[src/rtl/snes_pad_sniffer_pkg.sv]
// Shared constants for the SNES pad sniffer: FSM encodings, frame geometry, button combos.
// PAD_REGION_COMBO_EN adds the region-override combo constant.
package snes_pad_sniffer_pkg;

  localparam logic [1:0] StIdle  = 2'd0;
  localparam logic [1:0] StLatch = 2'd1;
  localparam logic [1:0] StShift = 2'd2;
  localparam logic [1:0] StDone  = 2'd3;

  localparam int unsigned FrameBits = 16;
  localparam logic [3:0]  IdStd     = 4'h0;

  // L+R+Select+Start
  localparam logic [11:0] ComboRst = 12'h0C0C;
`ifdef PAD_REGION_COMBO_EN
  // L+R+Select+Y
  localparam logic [11:0] ComboRegion = 12'h0C06;
`endif

  function automatic logic combo_hit(input logic [15:0] pad, input logic [11:0] combo);
    return pad[11:0] == combo;
  endfunction

endpackage

[src/rtl/snes_pad_sniffer_pad_edge_sync.sv]
// Multi-flop synchronizer for one asynchronous pad-port line, plus rise/fall detect
// on the synchronized level.
module snes_pad_sniffer_pad_edge_sync #(
  parameter int unsigned SYNC_STAGES = 2
) (
  input  logic clk_i,
  input  logic rst_ni,
  input  logic d_i,
  output logic rise_o,
  output logic fall_o
);

  logic [SYNC_STAGES-1:0] sync_q, sync_d;
  logic                   prev_q, prev_d;

  always_comb begin
    sync_d = {sync_q[SYNC_STAGES-2:0], d_i};
    prev_d = sync_q[SYNC_STAGES-1];
  end

  always_ff @(posedge clk_i or negedge rst_ni) begin
    if (!rst_ni) begin
      sync_q <= '0;
      prev_q <= 1'b0;
    end else begin
      sync_q <= sync_d;
      prev_q <= prev_d;
    end
  end

  assign rise_o = sync_q[SYNC_STAGES-1] & ~prev_q;
  assign fall_o = ~sync_q[SYNC_STAGES-1] & prev_q;

endmodule

[src/rtl/snes_pad_sniffer.sv]
// Passive SNES controller-port tap: rebuilds 16-bit frames, validates the ID nibble and
// detects held button combos. Define PAD_REGION_COMBO_EN for the region-toggle combo.
module snes_pad_sniffer
  import snes_pad_sniffer_pkg::*;
#(
  parameter int unsigned SYNC_STAGES = 2,
  parameter int unsigned TIMEOUT_CYC = 1024,
  parameter int unsigned HOLD_FRAMES = 60
) (
  input  logic        CLK_i,
  input  logic        NRST_i,
  input  logic        CTRL_LATCH_i,
  input  logic        CTRL_CLK_i,
  input  logic        CTRL_SDATA_i,
  output logic [15:0] pad_o,
  output logic        pad_valid_o,
  output logic        frame_err_o,
  output logic        REQ_RST_o,
  output logic        FORCE_REGION_o
);

  localparam int unsigned TmoW  = $clog2(TIMEOUT_CYC);
  localparam int unsigned HoldW = $clog2(HOLD_FRAMES + 1);

  logic latch_rise, latch_fall, pclk_rise, pclk_fall;
  logic [SYNC_STAGES-1:0] data_sync_q, data_sync_d;
  logic data_s;

  logic [1:0]      state_q, state_d;
  logic [4:0]      cnt_q, cnt_d;
  logic [15:0]     shift_q, shift_d;
  logic [TmoW-1:0] tmo_q, tmo_d;
  logic [15:0]     pad_q, pad_d;
  logic            pad_valid_q, pad_valid_d;
  logic            frame_err_q, frame_err_d;

  logic [HoldW-1:0] rst_hold_q, rst_hold_d;
  logic             rst_armed_q, rst_armed_d;
  logic             req_rst_q, req_rst_d;

  snes_pad_sniffer_pad_edge_sync #(.SYNC_STAGES(SYNC_STAGES)) u_latch_sync (
    .clk_i  (CLK_i),
    .rst_ni (NRST_i),
    .d_i    (CTRL_LATCH_i),
    .rise_o (latch_rise),
    .fall_o (latch_fall)
  );

  snes_pad_sniffer_pad_edge_sync #(.SYNC_STAGES(SYNC_STAGES)) u_clk_sync (
    .clk_i  (CLK_i),
    .rst_ni (NRST_i),
    .d_i    (CTRL_CLK_i),
    .rise_o (pclk_rise),
    .fall_o (pclk_fall)
  );

  // Same depth as the edge chains so data is sampled in step with the detected edge.
  assign data_sync_d = {data_sync_q[SYNC_STAGES-2:0], CTRL_SDATA_i};
  assign data_s      = data_sync_q[SYNC_STAGES-1];

  always_comb begin
    state_d     = state_q;
    cnt_d       = cnt_q;
    shift_d     = shift_q;
    tmo_d       = '0;
    pad_d       = pad_q;
    pad_valid_d = 1'b0;
    frame_err_d = 1'b0;
    case (state_q)
      StIdle: if (latch_rise) state_d = StLatch;
      StLatch: begin
        if (latch_rise) begin
          frame_err_d = 1'b1;
        end else if (latch_fall) begin
          shift_d = {15'd0, ~data_s};
          cnt_d   = 5'd1;
          state_d = StShift;
        end
      end
      StShift: begin
        if (latch_rise) begin
          frame_err_d = 1'b1;
          state_d     = StLatch;
        end else if (cnt_q == 5'(FrameBits)) begin
          state_d = StDone;
        end else if (tmo_q == TmoW'(TIMEOUT_CYC - 1)) begin
          frame_err_d = 1'b1;
          state_d     = StIdle;
        end else begin
          if (pclk_rise) begin
            shift_d[cnt_q[3:0]] = ~data_s;
            cnt_d               = cnt_q + 5'd1;
          end
          tmo_d = (pclk_rise | pclk_fall) ? '0 : tmo_q + TmoW'(1);
        end
      end
      default: begin
        if (shift_q[15:12] == IdStd) begin
          pad_d       = shift_q;
          pad_valid_d = 1'b1;
        end else begin
          frame_err_d = 1'b1;
        end
        state_d = latch_rise ? StLatch : StIdle;
      end
    endcase
  end

  always_comb begin
    rst_hold_d  = rst_hold_q;
    rst_armed_d = rst_armed_q;
    req_rst_d   = 1'b0;
    if (pad_valid_d) begin
      if (combo_hit(pad_d, ComboRst)) begin
        if (rst_hold_q < HoldW'(HOLD_FRAMES)) rst_hold_d = rst_hold_q + HoldW'(1);
        if (rst_armed_q && rst_hold_d == HoldW'(HOLD_FRAMES)) begin
          req_rst_d   = 1'b1;
          rst_armed_d = 1'b0;
        end
      end else begin
        rst_hold_d  = '0;
        rst_armed_d = 1'b1;
      end
    end
  end

  always_ff @(posedge CLK_i or negedge NRST_i) begin
    if (!NRST_i) begin
      data_sync_q <= '0;
      state_q     <= StIdle;
      cnt_q       <= '0;
      shift_q     <= '0;
      tmo_q       <= '0;
      pad_q       <= '0;
      pad_valid_q <= 1'b0;
      frame_err_q <= 1'b0;
      rst_hold_q  <= '0;
      rst_armed_q <= 1'b1;
      req_rst_q   <= 1'b0;
    end else begin
      data_sync_q <= data_sync_d;
      state_q     <= state_d;
      cnt_q       <= cnt_d;
      shift_q     <= shift_d;
      tmo_q       <= tmo_d;
      pad_q       <= pad_d;
      pad_valid_q <= pad_valid_d;
      frame_err_q <= frame_err_d;
      rst_hold_q  <= rst_hold_d;
      rst_armed_q <= rst_armed_d;
      req_rst_q   <= req_rst_d;
    end
  end

`ifdef PAD_REGION_COMBO_EN
  logic [HoldW-1:0] reg_hold_q, reg_hold_d;
  logic             reg_armed_q, reg_armed_d;
  logic             force_q, force_d;

  always_comb begin
    reg_hold_d  = reg_hold_q;
    reg_armed_d = reg_armed_q;
    force_d     = force_q;
    if (pad_valid_d) begin
      if (combo_hit(pad_d, ComboRegion)) begin
        if (reg_hold_q < HoldW'(HOLD_FRAMES)) reg_hold_d = reg_hold_q + HoldW'(1);
        if (reg_armed_q && reg_hold_d == HoldW'(HOLD_FRAMES)) begin
          force_d     = ~force_q;
          reg_armed_d = 1'b0;
        end
      end else begin
        reg_hold_d  = '0;
        reg_armed_d = 1'b1;
      end
    end
  end

  always_ff @(posedge CLK_i or negedge NRST_i) begin
    if (!NRST_i) begin
      reg_hold_q  <= '0;
      reg_armed_q <= 1'b1;
      force_q     <= 1'b0;
    end else begin
      reg_hold_q  <= reg_hold_d;
      reg_armed_q <= reg_armed_d;
      force_q     <= force_d;
    end
  end

  assign FORCE_REGION_o = force_q;
`else
  assign FORCE_REGION_o = 1'b0;
`endif

  assign pad_o       = pad_q;
  assign pad_valid_o = pad_valid_q;
  assign frame_err_o = frame_err_q;
  assign REQ_RST_o   = req_rst_q;

endmodule

[config.mk]
export PLATFORM = sky130hd
export DESIGN_NAME = snes_pad_sniffer
export DESIGN_NICKNAME = d
export VERILOG_FILES = /design/src/rtl/snes_pad_sniffer_pkg.sv /design/src/rtl/snes_pad_sniffer_pad_edge_sync.sv /design/src/rtl/snes_pad_sniffer.sv
export SDC_FILE = /design/constraint.sdc
export NUM_CORES = 1
export LEC_CHECK = 0
export CAP_MARGIN = 20
export CORE_ASPECT_RATIO = 0.9
export CORE_MARGIN = 2
export CORE_UTILIZATION = 40
export CTS_BUF_LIST = sky130_fd_sc_hd__clkbuf_2 sky130_fd_sc_hd__clkbuf_4 sky130_fd_sc_hd__clkbuf_8
export CTS_CLUSTER_SIZE = 16
export DETAILED_ROUTE_END_ITERATION = 6
export PLACE_DENSITY = 0.6
export SLEW_MARGIN = 30
export SYNTH_ARGS = -nofsm -noshare
export SYNTH_HDL_FRONTEND = slang
export SYNTH_SLANG_ARGS = --single-unit
[constraint.sdc]
create_clock -name CLK_i -period 1.9 [get_ports CLK_i]
set_clock_uncertainty 0.15 [all_clocks]
set_input_delay 0.38 -clock CLK_i [delete_from_list [all_inputs] [get_ports CLK_i]]
set_output_delay 0.38 -clock CLK_i [all_outputs]
set_load 0.02 [all_outputs]
==> impl_metrics.tcl, run 1 <==
set metrics [dict create \
    status "finished, final reports clean" \
    ys_seq_elements 67 \
    track_usage_pct 16.7 \
    stdcell_area_um2 4020 \
    intPower_mw 2.42 \
    dpl-instance-area_um2 3720 \
    row_count 30 \
    hold_viol 0 \
    port_buffers 23 \
    switching_share_pct 26.6 \
    hold_path_end "u_latch_sync.sync_q[1]" \
    syn_to_final_growth_pct 26.5 \
    maxCapViolations 0 \
    wl_per_cell_um 14.1 \
    numCtsBuffers 9 \
    syn_inst 329 \
    syn_avg_cell_area_um2 9.65 \
    final_max_slew_viol_count 0 \
    worstSetupPathType "register to primary output" \
    leakage_nw 1.90 \
    p_per_area_nw_per_um2 822 \
    ir_worst_vdd_v 0.000578 \
    ff2ff_path_depth 5 \
    die_h_um 88.5 \
    final_common_cell "dfrtp_1" \
    netlist_area_um2 3170 \
    finalCritPeriodShare_pct 96.7 \
    vias_per_cell 5.15 \
    cp_max_fo 2 \
    layoutNonFillerInstCount 482 \
    dp.cells 462 \
    synth_ff_type "dfrtp_1" \
    ff2ff_setup_slack_ps 80 \
    clock-sinks 67 \
    grt_pass1_vias 2362 \
    dp_hpwl_mm 4.46 \
    drive_gt1_share_pct 19.7 \
    max_stage_delay_ps 610 \
    grt_max_degree 68 \
    clockBufferDepth 2 \
    crit_arrival_ps 1310 \
    yosysWarnings 0 \
    grt_pass1_wl_mm 11.5 \
    antenna_found_initial 0 \
    layout_common_cells "66 x dfrtp_1, 56 x nand2_1, 35 x o21ai_0, 33 x buf_4, 24 x a21oi_1" \
    clkPwrFrac_pct 37.7 \
    combPwrFrac_pct 16.2 \
    root_buffer "clkbuf_8" \
    antenna_cells 0 \
    crit_buf_inv 1 \
    grt_remaining_overflow 0 \
    hold_depth 0 \
    num-fill-cells 707 \
    initial_core_util_pct 41.7 \
    gp_congestion 0.831 \
    ant_nets 0 \
    worstSetupEndpointType "primary output" \
    route.detailed.drc 0 \
    fmax_mhz 544 \
    first_pass_iters 4 \
    dp_slack_ps 26.3 \
    fp.coreArea_um2 7620 \
    path_delay_family "buffers and inverters" \
    holdCritPathClass "register to register" \
    required_ps 1370 \
    setup_ws_ps 61.9 \
    crit_slowest_cell "clkdlybuf4s50_1" \
    p_sw_mw 0.879 \
    boundaryPins 25 \
    rsz0062_at_grt "false" \
    clkSlewWorstSetupHoldPaths_ps 70 \
    r2r_start "state_q[1]" \
    p_seq_share_pct 46.1 \
    htree_levels 3 \
    seq_area_frac_synth_pct 52.9 \
    cp-start-kind "register" \
    drt-total-wl_mm 6.80 \
    route.vias.total 2484 \
    dieArea_um2 8670 \
    drt_iter0_markers 162 \
    synth.distinct_cells 52 \
    setup_viol 0 \
    die_x_um 97.9 \
    crit_chain "clkdlybuf4s50_1" \
    synth_edf_count 0 \
    layout_min_cycle_time_ps 1840 \
    timing.rr.end "cnt_q[4]" \
    async_flop_share_pct 100 \
    holdCritStartpoint "u_latch_sync.sync_q[0]" \
    cp.depth 1 \
    nets 393 \
    utilization_pct 52.7 \
    syn-num-nets 341 \
    cts_tree "yes" \
    clk_latency_ps 340 \
]
## kinds of logic (layout without fill, tap and decap cells)
kind of cell	after synthesis	count (layout)	share of synthesized area, %
compound gates	82	83	16.6
flops	67	67	52.9
xor+xnor	8	8	2.21
fa+ha+maj	7	7	2.76
mux	2	2	0.670
buf+inv	31	87	4.10
simple gates	131	131	20.7
other cells	1	1	0.118
## synthesized netlist by cell type, types with 5 or more instances
library cell	instances	area, µm²
dfrtp_1	66	1650
nand2_1	56	210
o21ai_0	35	175
a21oi_1	24	120
nor2_1	23	86.3
inv_1	12	45.0
clkbuf_1	10	37.5
ha_1	7	87.6
xor2_1	7	61.3
and2_1	6	37.5
and3_1	6	37.5
nand2b_1	6	37.5
nand3_1	6	30.0
nand4_1	5	31.3
nor2b_1	5	31.3
## state kept, by name, indices dropped and copies added, names as in the netlist
register,cells
pad_o,16
u_latch_sync.prev_q,1
u_latch_sync.sync_q,2
cnt_q,5
rst_armed_q,1
state_q,2
frame_err_o,1
pad_valid_o,1
u_clk_sync.prev_q,1
data_sync_q,2
REQ_RST_o,1
shift_q,16
tmo_q,10
rst_hold_q,6
u_clk_sync.sync_q,2
## cell type report
type,count,area (µm²),area share (%)
multi-input combinational,232,1450,36.1
timing repair buffer,59,514,12.8
sequential,67,1680,41.8
clock inverter,2,35.0,0.872
tap,96,120,2.99
clock buffer,14,174,4.33
inverter,12,45.0,1.12
## worst max-delay path by stage
stage / start / end / slack (ps)
3_5_place_dp: cnt_q[0] / cnt_q[2] / 30
6_report: pad_o[11] / pad_o[11] / 60
3_3_place_gp: shift_q[13] / rst_hold_q[3] / 30
4_1_cts: cnt_q[0] / cnt_q[2] / -2
2_1_floorplan: cnt_q[0] / cnt_q[4] / 1
5_1_grt: pad_o[2] / pad_o[2] / 2
## power groups by stage
stage | Clock, mW | Sequential, mW | Combinational, mW
after global routing | 1.36 | 1.53 | 0.586
after CTS | 1.29 | 1.52 | 0.498
after detailed placement | 0 | 1.55 | 0.494
after floorplan | 0 | 1.57 | 0.262
after global placement | 0 | 1.55 | 0.484
final | 1.24 | 1.52 | 0.534
## per-layer routing
layer | GRT usage (%) | share of wire (%) | vias to the layer above
met4 | 5.30 | 0.71 | 0
met3 | 5.29 | 3.4 | 5
met5 | 0 | 0 | -
li1 | - | - | 1241
met1 | 23.3 | 51 | 1197
met2 | 25.0 | 44 | 41
## what timing repair did
action,in CTS,in global routing
resized for setup,0,12
buffers inserted,0,2
cloned,0,1
hold buffers,1,0
endpoints found under the setup margin,1,24
endpoints found under the hold margin,66,0
pin swaps,0,4
## per-stage QoR
stage,total power [mW],setup TNS [ps],hold WS (ps)
finish,3.30,0,204
global route,3.48,0,214
floorplan,1.83,0,-65.6
CTS,3.31,-1.63,203
detailed placement,2.04,0,186
global placement,2.03,0,183
No activity file was read; power rests on OpenSTA's default activity.
==> run 2, diff against run 1 <==
- CORE_UTILIZATION: 40 -> 37
- GPL_TIMING_DRIVEN: not set -> 1
- PLACE_DENSITY: 0.6 -> 0.56
==> run 2 against run 1 <==
Net effect:
- global-route usage shrank 0.35 points
- critical path type unchanged
- die area increased by 7.8%
- combinational power about the same
- first-iteration DRC count shrank 9.9%
- register-to-register slack improved by 20 ps
- core utilization is 5.3 points lower
- largest power group unchanged
- sequential power barely moved
- power shrank 4.8%
- count of clock-buffer cells in the layout is 2 lower
==> impl_metrics.tcl, run 2 (synthesized netlist as in run 1, its figures left out) <==
set metrics [dict create \
    wl_per_cell_um 13.8 \
    fp.coreArea_um2 8450 \
    cts_tree "yes" \
    crit_chain "clkdlybuf4s50_1" \
    boundaryPins 25 \
    p_per_area_nw_per_um2 786 \
    track_usage_pct 16.3 \
    route.detailed.drc 0 \
    crit_slowest_cell "clkdlybuf4s50_1" \
    drt-total-wl_mm 6.89 \
    dp_hpwl_mm 4.55 \
    finalCritPeriodShare_pct 96.3 \
    holdCritPathClass "register to register" \
    route.vias.total 2520 \
    clock-sinks 67 \
    layout_min_cycle_time_ps 1830 \
    cp_max_fo 2 \
    cp-start-kind "register" \
    nets 390 \
    port_buffers 23 \
    ir_worst_vdd_v 0.000386 \
    dieArea_um2 9340 \
    syn_to_final_growth_pct 26.1 \
    antenna_found_initial 0 \
    drt-met1-wl_mm 3.34 \
    maxCapViolations 0 \
    wl_met3_um 346 \
    dp_slack_ps 0.520 \
    clockBufferDepth 2 \
    r2r_start "state_q[1]" \
    hold_depth 0 \
    hold_path_end "u_clk_sync.sync_q[1]" \
    utilization_pct 47.4 \
    grt_pass1_vias 2578 \
    status "finished, final reports clean" \
    antenna_cells 0 \
    crit_arrival_ps 1300 \
    final_max_slew_viol_count 0 \
    die_h_um 91.9 \
    fin_tns_setup_ps 0 \
    setup_ws_ps 70.7 \
    path_delay_family "buffers and inverters" \
    clkSlewWorstSetupHoldPaths_ps 80 \
    first_pass_iters 4 \
    grt_pass1_wl_mm 12.1 \
    root_buffer "clkbuf_8" \
    clk_latency_ps 340 \
    rsz0062_at_grt "false" \
    fmax_mhz 547 \
    drive_gt1_share_pct 19.4 \
    layout_common_cells "66 x dfrtp_1, 56 x nand2_1, 34 x o21ai_0, 29 x buf_4, 24 x a21oi_1" \
    final_common_cell "dfrtp_1" \
    crit_buf_inv 1 \
    max_stage_delay_ps 600 \
    ff2ff_path_depth 6 \
    layoutNonFillerInstCount 501 \
    numCtsBuffers 9 \
    leakage_nw 1.85 \
    top_layer_used "met4" \
    dp.cells 481 \
    initial_core_util_pct 37.6 \
    holdCritStartpoint "u_clk_sync.sync_q[0]" \
    grt_max_degree 68 \
    grt_remaining_overflow 0 \
    drt_iter0_markers 146 \
    ant_nets 0 \
    required_ps 1370 \
    p_total_mw 3.14 \
    timing.rr.end "cnt_q[4]" \
    htree_levels 3 \
    ff2ff_setup_slack_ps 100 \
    worstSetupEndpointType "primary output" \
    row_count 32 \
    worstSetupPathType "register to primary output" \
    hold_viol 0 \
    setup_viol 0 \
    route.met2.wl_mm 3.17 \
    die_x_um 102 \
    vias_per_cell 5.03 \
    num-fill-cells 820 \
    gp_congestion 0.874 \
]
## run 2: area by class of cell
type | instances | area (µm²) | area share, %
flip-flops and latches | 67 | 1680 | 41.9
clock buffers | 12 | 159 | 3.97
multi-input cells | 232 | 1450 | 36.3
inverters | 12 | 45.0 | 1.13
clock inverters | 3 | 23.8 | 0.594
well taps | 119 | 149 | 3.72
repair buffers | 56 | 495 | 12.4
## run 2: how the worst max path moves through the flow
| stage | start | to | slack, ps | cells past startpoint |
|---|---|---|---|---|
| finish | pad_o[11] | pad_o[11] | 70 | 1 |
| global route | tmo_q[0] | shift_q[0] | 0.3 | 6 |
| CTS | state_q[0] | cnt_q[2] | 7 | 6 |
| detailed placement | tmo_q[4] | cnt_q[2] | 0.5 | 6 |
| global placement | tmo_q[0] | shift_q[0] | 40 | 6 |
| floorplan | cnt_q[0] | cnt_q[4] | 1 | 8 |
## run 2: repair_timing
| action | 4_1_cts | 5_1_grt |
|---|---|---|
| gates cloned | 0 | 1 |
| endpoints found under the hold margin | 66 | 0 |
| hold buffers | 1 | 0 |
| gates resized for setup | 3 | 14 |
| pin swaps | 1 | 5 |
| setup buffers | 0 | 3 |
| endpoints found under the setup margin | 2 | 20 |
## run 2: routing by layer
| metal | global-route usage, % | up-vias |
|---|---|---|
| li1 | - | 1240 |
| met1 | 22.8 | 1202 |
| met2 | 24.8 | 73 |
| met3 | 4.42 | 5 |
| met4 | 4.62 | 0 |
| met5 | 0 | - |
## run 2: where the power goes
part           switching, mW  internal (mW)
clock network          0.532          0.555
logic                  0.315          0.221
registers             0.0402           1.48
total                  0.888           2.26
## run 2: per-stage QoR
stage	hold WS, ps	cell area [µm²]
finish	202	4000
global route	216	4000
CTS	205	3920
detailed placement	188	3720
global placement	184	3720
floorplan	-65.6	3210
